$ cat src/rtl/ga_pkg.sv
// Shared constants, FSM encoding and helpers for the GA fitness path.
// Chromosome layout: gene k occupies chrom[GENE_W*k +: GENE_W].
package ga_pkg;

    localparam int N_CITIES = 30;
    localparam int GENE_W   = 5;
    localparam int CHROM_W  = N_CITIES * GENE_W;
    localparam int COORD_W  = 8;
    localparam int DIST_W   = 16;

    localparam logic [GENE_W-1:0] N_CITIES_G = GENE_W'(N_CITIES);
    localparam logic [GENE_W-1:0] LAST_IDX   = GENE_W'(N_CITIES - 1);

    typedef enum logic [2:0] {
        S_IDLE,
        S_FIRST,
        S_ACCUM,
        S_CLOSE,
        S_DONE
    } state_t;

    function automatic logic [GENE_W-1:0] gene_at(
        input logic [CHROM_W-1:0] c,
        input logic [GENE_W-1:0]  k
    );
        return c[GENE_W*k +: GENE_W];
    endfunction

    function automatic logic [COORD_W:0] abs_diff(
        input logic [COORD_W-1:0] a,
        input logic [COORD_W-1:0] b
    );
        logic signed [COORD_W:0] d;
        d = $signed({1'b0, a}) - $signed({1'b0, b});
        return (d < 0) ? $unsigned(-d) : $unsigned(d);
    endfunction

endpackage

$ cat src/rtl/coord_table.sv
// City coordinate register file: one write port, one combinational read.
// Reads of indices beyond the table return the origin.
module coord_table
    import ga_pkg::*;
(
    input  logic               clk,
    input  logic               rst_n,
    input  logic               we,
    input  logic [GENE_W-1:0]  wr_addr,
    input  logic [COORD_W-1:0] wr_x,
    input  logic [COORD_W-1:0] wr_y,
    input  logic [GENE_W-1:0]  rd_addr,
    output logic [COORD_W-1:0] rd_x,
    output logic [COORD_W-1:0] rd_y
);

    logic [COORD_W-1:0] xs [N_CITIES];
    logic [COORD_W-1:0] ys [N_CITIES];

    // Table storage; out-of-range writes are dropped.
    always_ff @(posedge clk or negedge rst_n) begin
        if (!rst_n) begin
            for (int i = 0; i < N_CITIES; i++) begin
                xs[i] <= '0;
                ys[i] <= '0;
            end
        end else if (we && (wr_addr < N_CITIES_G)) begin
            xs[wr_addr] <= wr_x;
            ys[wr_addr] <= wr_y;
        end
    end

    // Combinational read, origin for nonexistent cities.
    always_comb begin
        rd_x = '0;
        rd_y = '0;
        if (rd_addr < N_CITIES_G) begin
            rd_x = xs[rd_addr];
            rd_y = ys[rd_addr];
        end
    end

endmodule

$ cat src/rtl/route_fitness.sv
// Closed-tour Manhattan distance and permutation check for one chromosome.
// One gene per cycle; result and done pulse registered at the end.
module route_fitness
    import ga_pkg::*;
(
    input  logic               clk,
    input  logic               rst_n,
    input  logic               cfg_we,
    input  logic [GENE_W-1:0]  cfg_addr,
    input  logic [COORD_W-1:0] cfg_x,
    input  logic [COORD_W-1:0] cfg_y,
    input  logic               start,
    input  logic [CHROM_W-1:0] chrom,
    output logic               busy,
    output logic [DIST_W-1:0]  distance,
    output logic               valid,
    output logic               done
);

    state_t              state;
    logic [CHROM_W-1:0]  chrom_q;
    logic [GENE_W-1:0]   idx;
    logic [GENE_W-1:0]   gene;
    logic [N_CITIES-1:0] seen;
    logic                bad;
    logic                gene_ok;
    logic                gene_bad;
    logic                tbl_we;
    logic [DIST_W-1:0]   acc;
    logic [DIST_W-1:0]   acc_close;
    logic [COORD_W-1:0]  cur_x;
    logic [COORD_W-1:0]  cur_y;
    logic [COORD_W-1:0]  prev_x;
    logic [COORD_W-1:0]  prev_y;
    logic [COORD_W-1:0]  first_x;
    logic [COORD_W-1:0]  first_y;
    logic [COORD_W:0]    leg_step;
    logic [COORD_W:0]    leg_close;

    assign gene      = gene_at(chrom_q, idx);
    assign gene_ok   = gene < N_CITIES_G;
    assign gene_bad  = !gene_ok || seen[gene];
    assign tbl_we    = cfg_we && (state == S_IDLE);
    assign leg_step  = abs_diff(cur_x, prev_x) + abs_diff(cur_y, prev_y);
    assign leg_close = abs_diff(first_x, prev_x) + abs_diff(first_y, prev_y);
    assign acc_close = acc + DIST_W'(leg_close);

    coord_table u_table (
        .clk     (clk),
        .rst_n   (rst_n),
        .we      (tbl_we),
        .wr_addr (cfg_addr),
        .wr_x    (cfg_x),
        .wr_y    (cfg_y),
        .rd_addr (gene),
        .rd_x    (cur_x),
        .rd_y    (cur_y)
    );

    // Evaluation FSM: walk the tour, accumulate legs, track duplicates.
    always_ff @(posedge clk or negedge rst_n) begin
        if (!rst_n) begin
            state    <= S_IDLE;
            chrom_q  <= '0;
            idx      <= '0;
            seen     <= '0;
            bad      <= 1'b0;
            acc      <= '0;
            prev_x   <= '0;
            prev_y   <= '0;
            first_x  <= '0;
            first_y  <= '0;
            busy     <= 1'b0;
            done     <= 1'b0;
            distance <= '0;
            valid    <= 1'b0;
        end else begin
            case (state)
                S_IDLE: begin
                    if (start) begin
                        chrom_q <= chrom;
                        idx     <= '0;
                        seen    <= '0;
                        bad     <= 1'b0;
                        acc     <= '0;
                        busy    <= 1'b1;
                        state   <= S_FIRST;
                    end
                end
                S_FIRST: begin
                    first_x <= cur_x;
                    first_y <= cur_y;
                    prev_x  <= cur_x;
                    prev_y  <= cur_y;
                    if (gene_ok) seen[gene] <= 1'b1;
                    if (gene_bad) bad <= 1'b1;
                    idx   <= idx + 1'b1;
                    state <= S_ACCUM;
                end
                S_ACCUM: begin
                    acc    <= acc + DIST_W'(leg_step);
                    prev_x <= cur_x;
                    prev_y <= cur_y;
                    if (gene_ok) seen[gene] <= 1'b1;
                    if (gene_bad) bad <= 1'b1;
                    idx <= idx + 1'b1;
                    if (idx == LAST_IDX) state <= S_CLOSE;
                end
                S_CLOSE: begin
                    acc      <= acc_close;
                    distance <= acc_close;
                    valid    <= !bad && (&seen);
                    done     <= 1'b1;
                    state    <= S_DONE;
                end
                S_DONE: begin
                    done  <= 1'b0;
                    busy  <= 1'b0;
                    state <= S_IDLE;
                end
                default: begin
                    done  <= 1'b0;
                    busy  <= 1'b0;
                    state <= S_IDLE;
                end
            endcase
        end
    end

endmodule

$ cat config.mk
export PLATFORM = sky130hd
export DESIGN_NAME = route_fitness
export DESIGN_NICKNAME = d
export VERILOG_FILES = /design/src/rtl/ga_pkg.sv /design/src/rtl/coord_table.sv /design/src/rtl/route_fitness.sv
export SDC_FILE = /design/constraint.sdc
export NUM_CORES = 1
export LEC_CHECK = 0
export ABC_AREA = 0
export BUFFER_PORTS_ARGS = -buffer_cell sky130_fd_sc_hd__buf_2
export CORE_UTILIZATION = 35
export CTS_CLUSTER_SIZE = 10
export DETAILED_ROUTE_END_ITERATION = 6
export MAX_ROUTING_LAYER = met4
export PLACE_DENSITY = 0.59
export RECOVER_POWER = 25
export SETUP_SLACK_MARGIN = 0.2
export SKIP_CTS_REPAIR_TIMING = 1
export SLEW_MARGIN = 20
export SYNTH_ARGS = -nofsm -noshare
export SYNTH_HDL_FRONTEND = slang
export SYNTH_SLANG_ARGS = --single-unit
export TNS_END_PERCENT = 10
$ cat constraint.sdc
create_clock -name clk -period 23.3 [get_ports clk]
set_input_delay 2.33 -clock clk [delete_from_list [all_inputs] [get_ports clk]]
set_output_delay 2.33 -clock clk [all_outputs]
set_load 0.03 [all_outputs]
==> impl_metrics.csv, run 1 <==
group,metric,value,unit
clocking,cts_buffers,84,
die,die_height,327,microns
setup_path,r2r_end,"acc[15]",
drt,routed_via_density,5.49,
setup_path,crit_type,"primary input to async pin",
timing,setup_violations,0,
global_routing,grt_max_degree,185,
global_routing,grt_pass1_vias,26400,
synthesis,ys_types,76,
setup_path,cp-end-kind,"async pin",
timing,fin_crit_sh,57.1,%
setup_path,rrSetupSlack,11550,ps
finish,multi_input_area,17400,sq um
synthesis,yosysSeqAreaShare,49.7,%
timing,finClkSkew,24.4,ps
die,pin_count,194,
finish,drive_gt1_share,32.3,%
run_status,violations,"max-capacitance violations, max-slew violations",
placement,portBuffers,193,
timing,fmax,0.0752,GHz
timing,rsz0062_at_grt,"false",
synthesis,async_flop_share,100,%
finish,nNetsFinal,3591,
clocking,cts_tree,"done",
setup_path,reg2reg_depth,36,
flow_run,cap_violations,7,
clocking,clk_path_buf_depth,3,
die,rows,118,
drt,wl,114000,microns
clocking,root_buffer,"clkbuf_16",
drt,vias,26000,
placement,pre_cts_ws,13310,ps
synthesis,postSynthCellCount,3206,
die,dieArea,107000,sq um
synthesis,synthTopCellsByArea,"dfrtp_1, mux2_2, nand2_1, mux2i_1, ha_1",
timing,hold_violations,0,
placement,gp_congestion,0.900,
die,die_w,327,microns
synthesis,syn_area,37000,sq um
synthesis,yosysTopAreaCellShare,49.7,%
setup_path,crit_path_end,"u_table.ys[155]",
setup_path,path_max_fanout,92,
timing,maxSlewHeadroom,-226,%
synthesis,synth_edf_count,0,
timing,worst_slack,9990,ps
setup_path,start_kind,"primary input",
timing,maxSlewViolCount,404,
synthesis,yosys.area.top_type,"dfrtp_1",
synthesis,synth.avg_cell_area,11.5,sq um
synthesis,synth_fp_nets,3463,
setup_path,rr_startpoint,"idx[0]",
timing,fin_crit,13310,ps
drt,drt.antenna.violating_nets,0,
synthesis,ys_seq_elements,736,
setup_path,arrival,12880,ps
drt,dr.pass1.iters,5,
hold_path,hp-class,"flop to flop",
synthesis,ys.flop_type,"dfrtp_1",
clocking,cts_max_level,3,
global_routing,gr-total-overflow,0,
clocking,numClockSinks,736,
finish,syn2layout_area_growth,12.3,%
run_status,status,"complete, but fails checks",
synthesis,yosys_warnings,0,
setup_path,worstPathRequired,22880,ps
timing,setup_tns,0,ps
clocking,clkSlewWorstSetupHoldPaths,60,ps
global_routing,antenna_found_initial,11,
global_routing,grt_pass1_wl,171000,microns
setup_path,cp-startpoint,"rst_n",
global_routing,grt_usage,21.8,%
drt,drc_errors,0,
drt,wl_per_cell,24.0,microns
finish,seq_area,18400,sq um
finish,fill_cells,10100,
timing,tightest_slew,4890,ps
drt,drt_iter0_markers,1993,
die,initial_core_util,35.5,%
die,coreArea,104000,sq um
placement,dp_hpwl,75000,microns
clocking,clk_latency,650,ps
cells by family (layout without fill, tap and decap cells):
family          after synthesis  in the layout  share of synthesized area [%]
other cells                   0             11                              0
fa+ha+maj                    82             82                           2.93
simple gates                813            813                           9.94
flops                       736            736                           49.7
xor+xnor                     82             82                           1.94
buf+inv                     299            442                           3.69
mux                         804            804                           25.0
compound gates              390            390                           6.77
registers in the layout, indices dropped and copies added, names as in the netlist:
name and flops:
u_table.xs 240, u_table.ys 240, chrom_q 150, seen 30
acc 16, distance 16, first_x 8, first_y 8
prev_x 8, prev_y 8, idx 5, state 3
bad 1, busy 1, done 1, valid 1
stage by stage:
step	instances	utilization [%]	area, sq um	hold slack [ps]
finish	4740	39.9	41600	473
CTS	4728	39.9	41600	478
global route	4740	39.9	41600	493
global placement	4627	37.7	39300	461
floorplan	3206	-	37000	450
detailed placement	4627	37.7	39300	465
per-layer routing:
metal / vias up / wire length [microns] / GRT usage [%]
met4: 0 / 4160 / 8.64
met2: 768 / 55000 / 34.8
li1: 11600 / - / -
met3: 216 / 6380 / 3.68
met1: 13400 / 48400 / 27.6
met5: - / 0 / -
area by class of cell:
| cell class | instances | share of cell area [%] |
|---|---|---|
| sequential | 736 | 44.3 |
| multi-input combinational | 2171 | 41.8 |
| clock buffer | 94 | 5.27 |
| tap | 1380 | 4.15 |
| timing repair buffer | 257 | 3.50 |
| inverter | 84 | 0.758 |
| clock inverter | 7 | 0.147 |
| antenna | 11 | 0.0662 |
cell usage after synthesis (6+ instances only):
master    count
nand3b_1      6
ha_1         74
mux2i_1     115
a21o_1       12
o21bai_1     15
nand3_1      75
a211oi_1     10
xor2_1       18
o21ai_0      74
nor2_1      161
a32oi_1      28
nand4_1      30
or3_1        10
and2_1        6
and3_1       19
nor2b_1      20
inv_1        83
or4_1         7
clkbuf_1    134
a221oi_1     13
o211ai_1      7
buf_1         7
a21oi_1     102
o22ai_1      23
o21ai_1      13
a22o_1        7
nor3_2        9
mux4_2       30
nor4_1        9
mux2_2      657
buf_6        15
nand2_1     398
nand2b_1      8
nor3_1       25
buf_4        15
buf_2        42
fa_1          8
a31oi_1      25
dfrtp_1     736
a22oi_1      21
xnor2_1      64
layout by cell type (no fill, tap or decap), drive strengths merged, types with 64 or more instances in the layout:
master / count
buf: 248
nand2: 401
xnor2: 64
ha: 74
mux2i: 115
mux2: 659
dfrtp: 736
inv: 87
a21oi: 102
nor2: 162
clkbuf: 103
nand3: 75
o21ai: 87
worst max-delay path, stage by stage:
cell and delay [ps]:
clkbuf_1 3350, clkbuf_1 3390, clkbuf_1 3600
how the worst min path moves through the flow:
stage	from	endpoint	slack [ps]	depth (start not counted)
6_report	distance[12]	distance[12]	470	2
5_1_grt	distance[10]	distance[10]	490	2
4_1_cts	distance[12]	distance[12]	480	2
3_5_place_dp	distance[12]	distance[12]	470	2
3_3_place_gp	distance[10]	distance[10]	460	2
2_1_floorplan	first_y[0]	first_y[0]	450	2
Power of run 1 is left out: the tool's default activity adds up to more than one toggle a clock period on the data nets, which glitch-free logic cannot reach.
==> run 2: changes to the inputs <==
--- a/config.mk
+++ b/config.mk
@@ -11,7 +11,7 @@
 export CTS_CLUSTER_SIZE = 10
 export DETAILED_ROUTE_END_ITERATION = 6
 export MAX_ROUTING_LAYER = met4
-export PLACE_DENSITY = 0.59
+export PLACE_DENSITY = 0.6
 export RECOVER_POWER = 25
 export SETUP_SLACK_MARGIN = 0.2
 export SKIP_CTS_REPAIR_TIMING = 1
==> constraint.sdc (replaced) <==
create_clock -name clk -period 11.28 [get_ports clk]
set_input_delay 1.128 -clock clk [delete_from_list [all_inputs] [get_ports clk]]
set_output_delay 1.128 -clock clk [all_outputs]
set_load 0.03 [all_outputs]
==> run 2 against run 1 <==
Hold slack worse by 7.6 ps; clock-buffer cell count increased by 18; clock skew up 9.1 ps; core utilization is 0.32 points higher; cell count is 0.53% higher; critical path type is now flop to flop; critical path depth rose by 36; routed wire length fell by 1.7%; largest cell class unchanged; global-route usage decreased by 0.30 points; the flow still finishes with violations (max-capacitance violations, max-slew violations); worst setup slack worse by 8700 ps.
==> impl_metrics.csv, run 2 (synthesized netlist as in run 1, its figures left out) <==
group,metric,value,unit
timing,rsz0062_at_grt,"false",
finish,reg_top3,"u_table.xs (240), u_table.ys (240), chrom_q (150)",
finish,design_area,41900,sq um
clocking,clk_path_buf_depth,3,
global_routing,antenna_found_initial,8,
timing,hold_violations,0,
setup_path,worstPathRequired,11830,ps
timing,maxSlewHeadroom,-186,%
die,coreArea,104000,sq um
clocking,numClockSinks,736,
clocking,clkSlewWorstSetupHoldPaths,60,ps
clocking,cts_max_level,3,
timing,finClkSkew,33.6,ps
placement,dp_hpwl,76100,microns
die,initial_core_util,35.5,%
die,rows,118,
die,pin_count,194,
clocking,clk_latency,650,ps
setup_path,max_stage_delay,890,ps
timing,setup_violations,0,
drt,drc_errors,0,
setup_path,start_kind,"flop",
global_routing,grt_max_degree,185,
flow_run,cap_violations,6,
die,die_height,327,microns
finish,final_cell_mix,"dfrtp_1, mux2_2, nand2_1",
die,die_w,327,microns
global_routing,grt_pass1_wl,170000,microns
run_status,violations,"max-capacitance violations, max-slew violations",
die,dieArea,107000,sq um
timing,tightest_slew,4290,ps
finish,drive_gt1_share,32.8,%
setup_path,arrival,10510,ps
setup_path,crit_type,"flop to flop",
placement,portBuffers,193,
drt,drt.antenna.violating_nets,0,
timing,worst_slack,1330,ps
run_status,status,"complete, but fails checks",
placement,pre_cts_ws,1410,ps
hold_path,hp-class,"flop to flop",
clocking,root_buffer,"clkbuf_16",
placement,gp_congestion,0.924,
setup_path,path_max_fanout,32,
global_routing,gr-total-overflow,0,
timing,fmax,0.100,GHz
clocking,cts_tree,"done",
drt,dr.pass1.iters,5,
finish,syn2layout_area_growth,13.2,%
clocking,cts_buffers,87,
timing,setup_tns,0,ps
setup_path,crit_top_cell,"a21oi_1",
drt,routed_via_density,5.50,
setup_path,cp-end-kind,"flop",
drt,wl_per_cell,23.5,microns
timing,fin_crit_sh,88.3,%
placement,post_dp_cell_area,39500,sq um
drt,drt_iter0_markers,2451,
global_routing,grt_pass1_vias,26200,
finish,nNetsFinal,3606,
global_routing,grt_usage,21.5,%
timing,fin_crit,9950,ps
timing,maxSlewViolCount,492,
finish,layout_commonest_cell,"dfrtp_1",
finish,fin_util,40.2,%
drt,vias,26200,
setup_path,cpMaxStageDelayCell,"nor2_1",
drt,wl,112000,microns
==> run 2: cell types whose count changed in the layout (fill, tap and decap cells not counted), moves of 3 or more <==
cell,change
buf_4,+11
clkbuf_8,+8
diode_2,-5
clkbuf_1,+4
clkbuf_16,+3
inv_6,-3
==> run 2: worst max-delay path, delay by kind of cell, from the launching register on <==
family,cells,cell delay [ps]
AO/OA/AOI/OAI,17,3440
AND/OR/NAND/NOR,12,2930
adder cells (fa/ha/maj),4,1390
buffers and inverters,4,930
multiplexers,1,580
flip-flops,1,430
XOR/XNOR,1,110
==> run 2: area by class of cell <==
type | instances | area [sq um]
antenna | 6 | 15.0
fill | 9989 | 62300
clock inverter | 7 | 86.3
timing repair buffer | 269 | 1580
sequential | 736 | 18400
multi-input combinational | 2171 | 17400
clock buffer | 112 | 2400
inverter | 84 | 315
tap | 1380 | 1730
==> run 2: path summary, 6_finish.rpt <==
check	to	start	cells past startpoint	slack (ps)
max reg2reg	acc[15]	idx[0]	39	1330
min	distance[3]	distance[3]	2	470
min in group asynchronous	u_table.xs[76]	rst_n	1	2020
min reg2reg	distance[3]	distance[3]	2	470
max in group asynchronous	u_table.ys[173]	rst_n	2	3410
max	acc[15]	idx[0]	39	1330
==> run 2: per-layer routing <==
metal  part of all wire [%]  GRT usage, %
met1                     42          27.8
met2                     48          34.3
met3                    6.2          3.22
met4                    3.3          7.84
met5                      0             -
==> run 2: per-stage QoR <==
stage	instances	hold WS, ps
after floorplan	3206	450
after global placement	4640	456
after detailed placement	4640	458
after CTS	4759	469
after global routing	4765	492
final	4765	465
Power of run 2 is left out for the same reason.
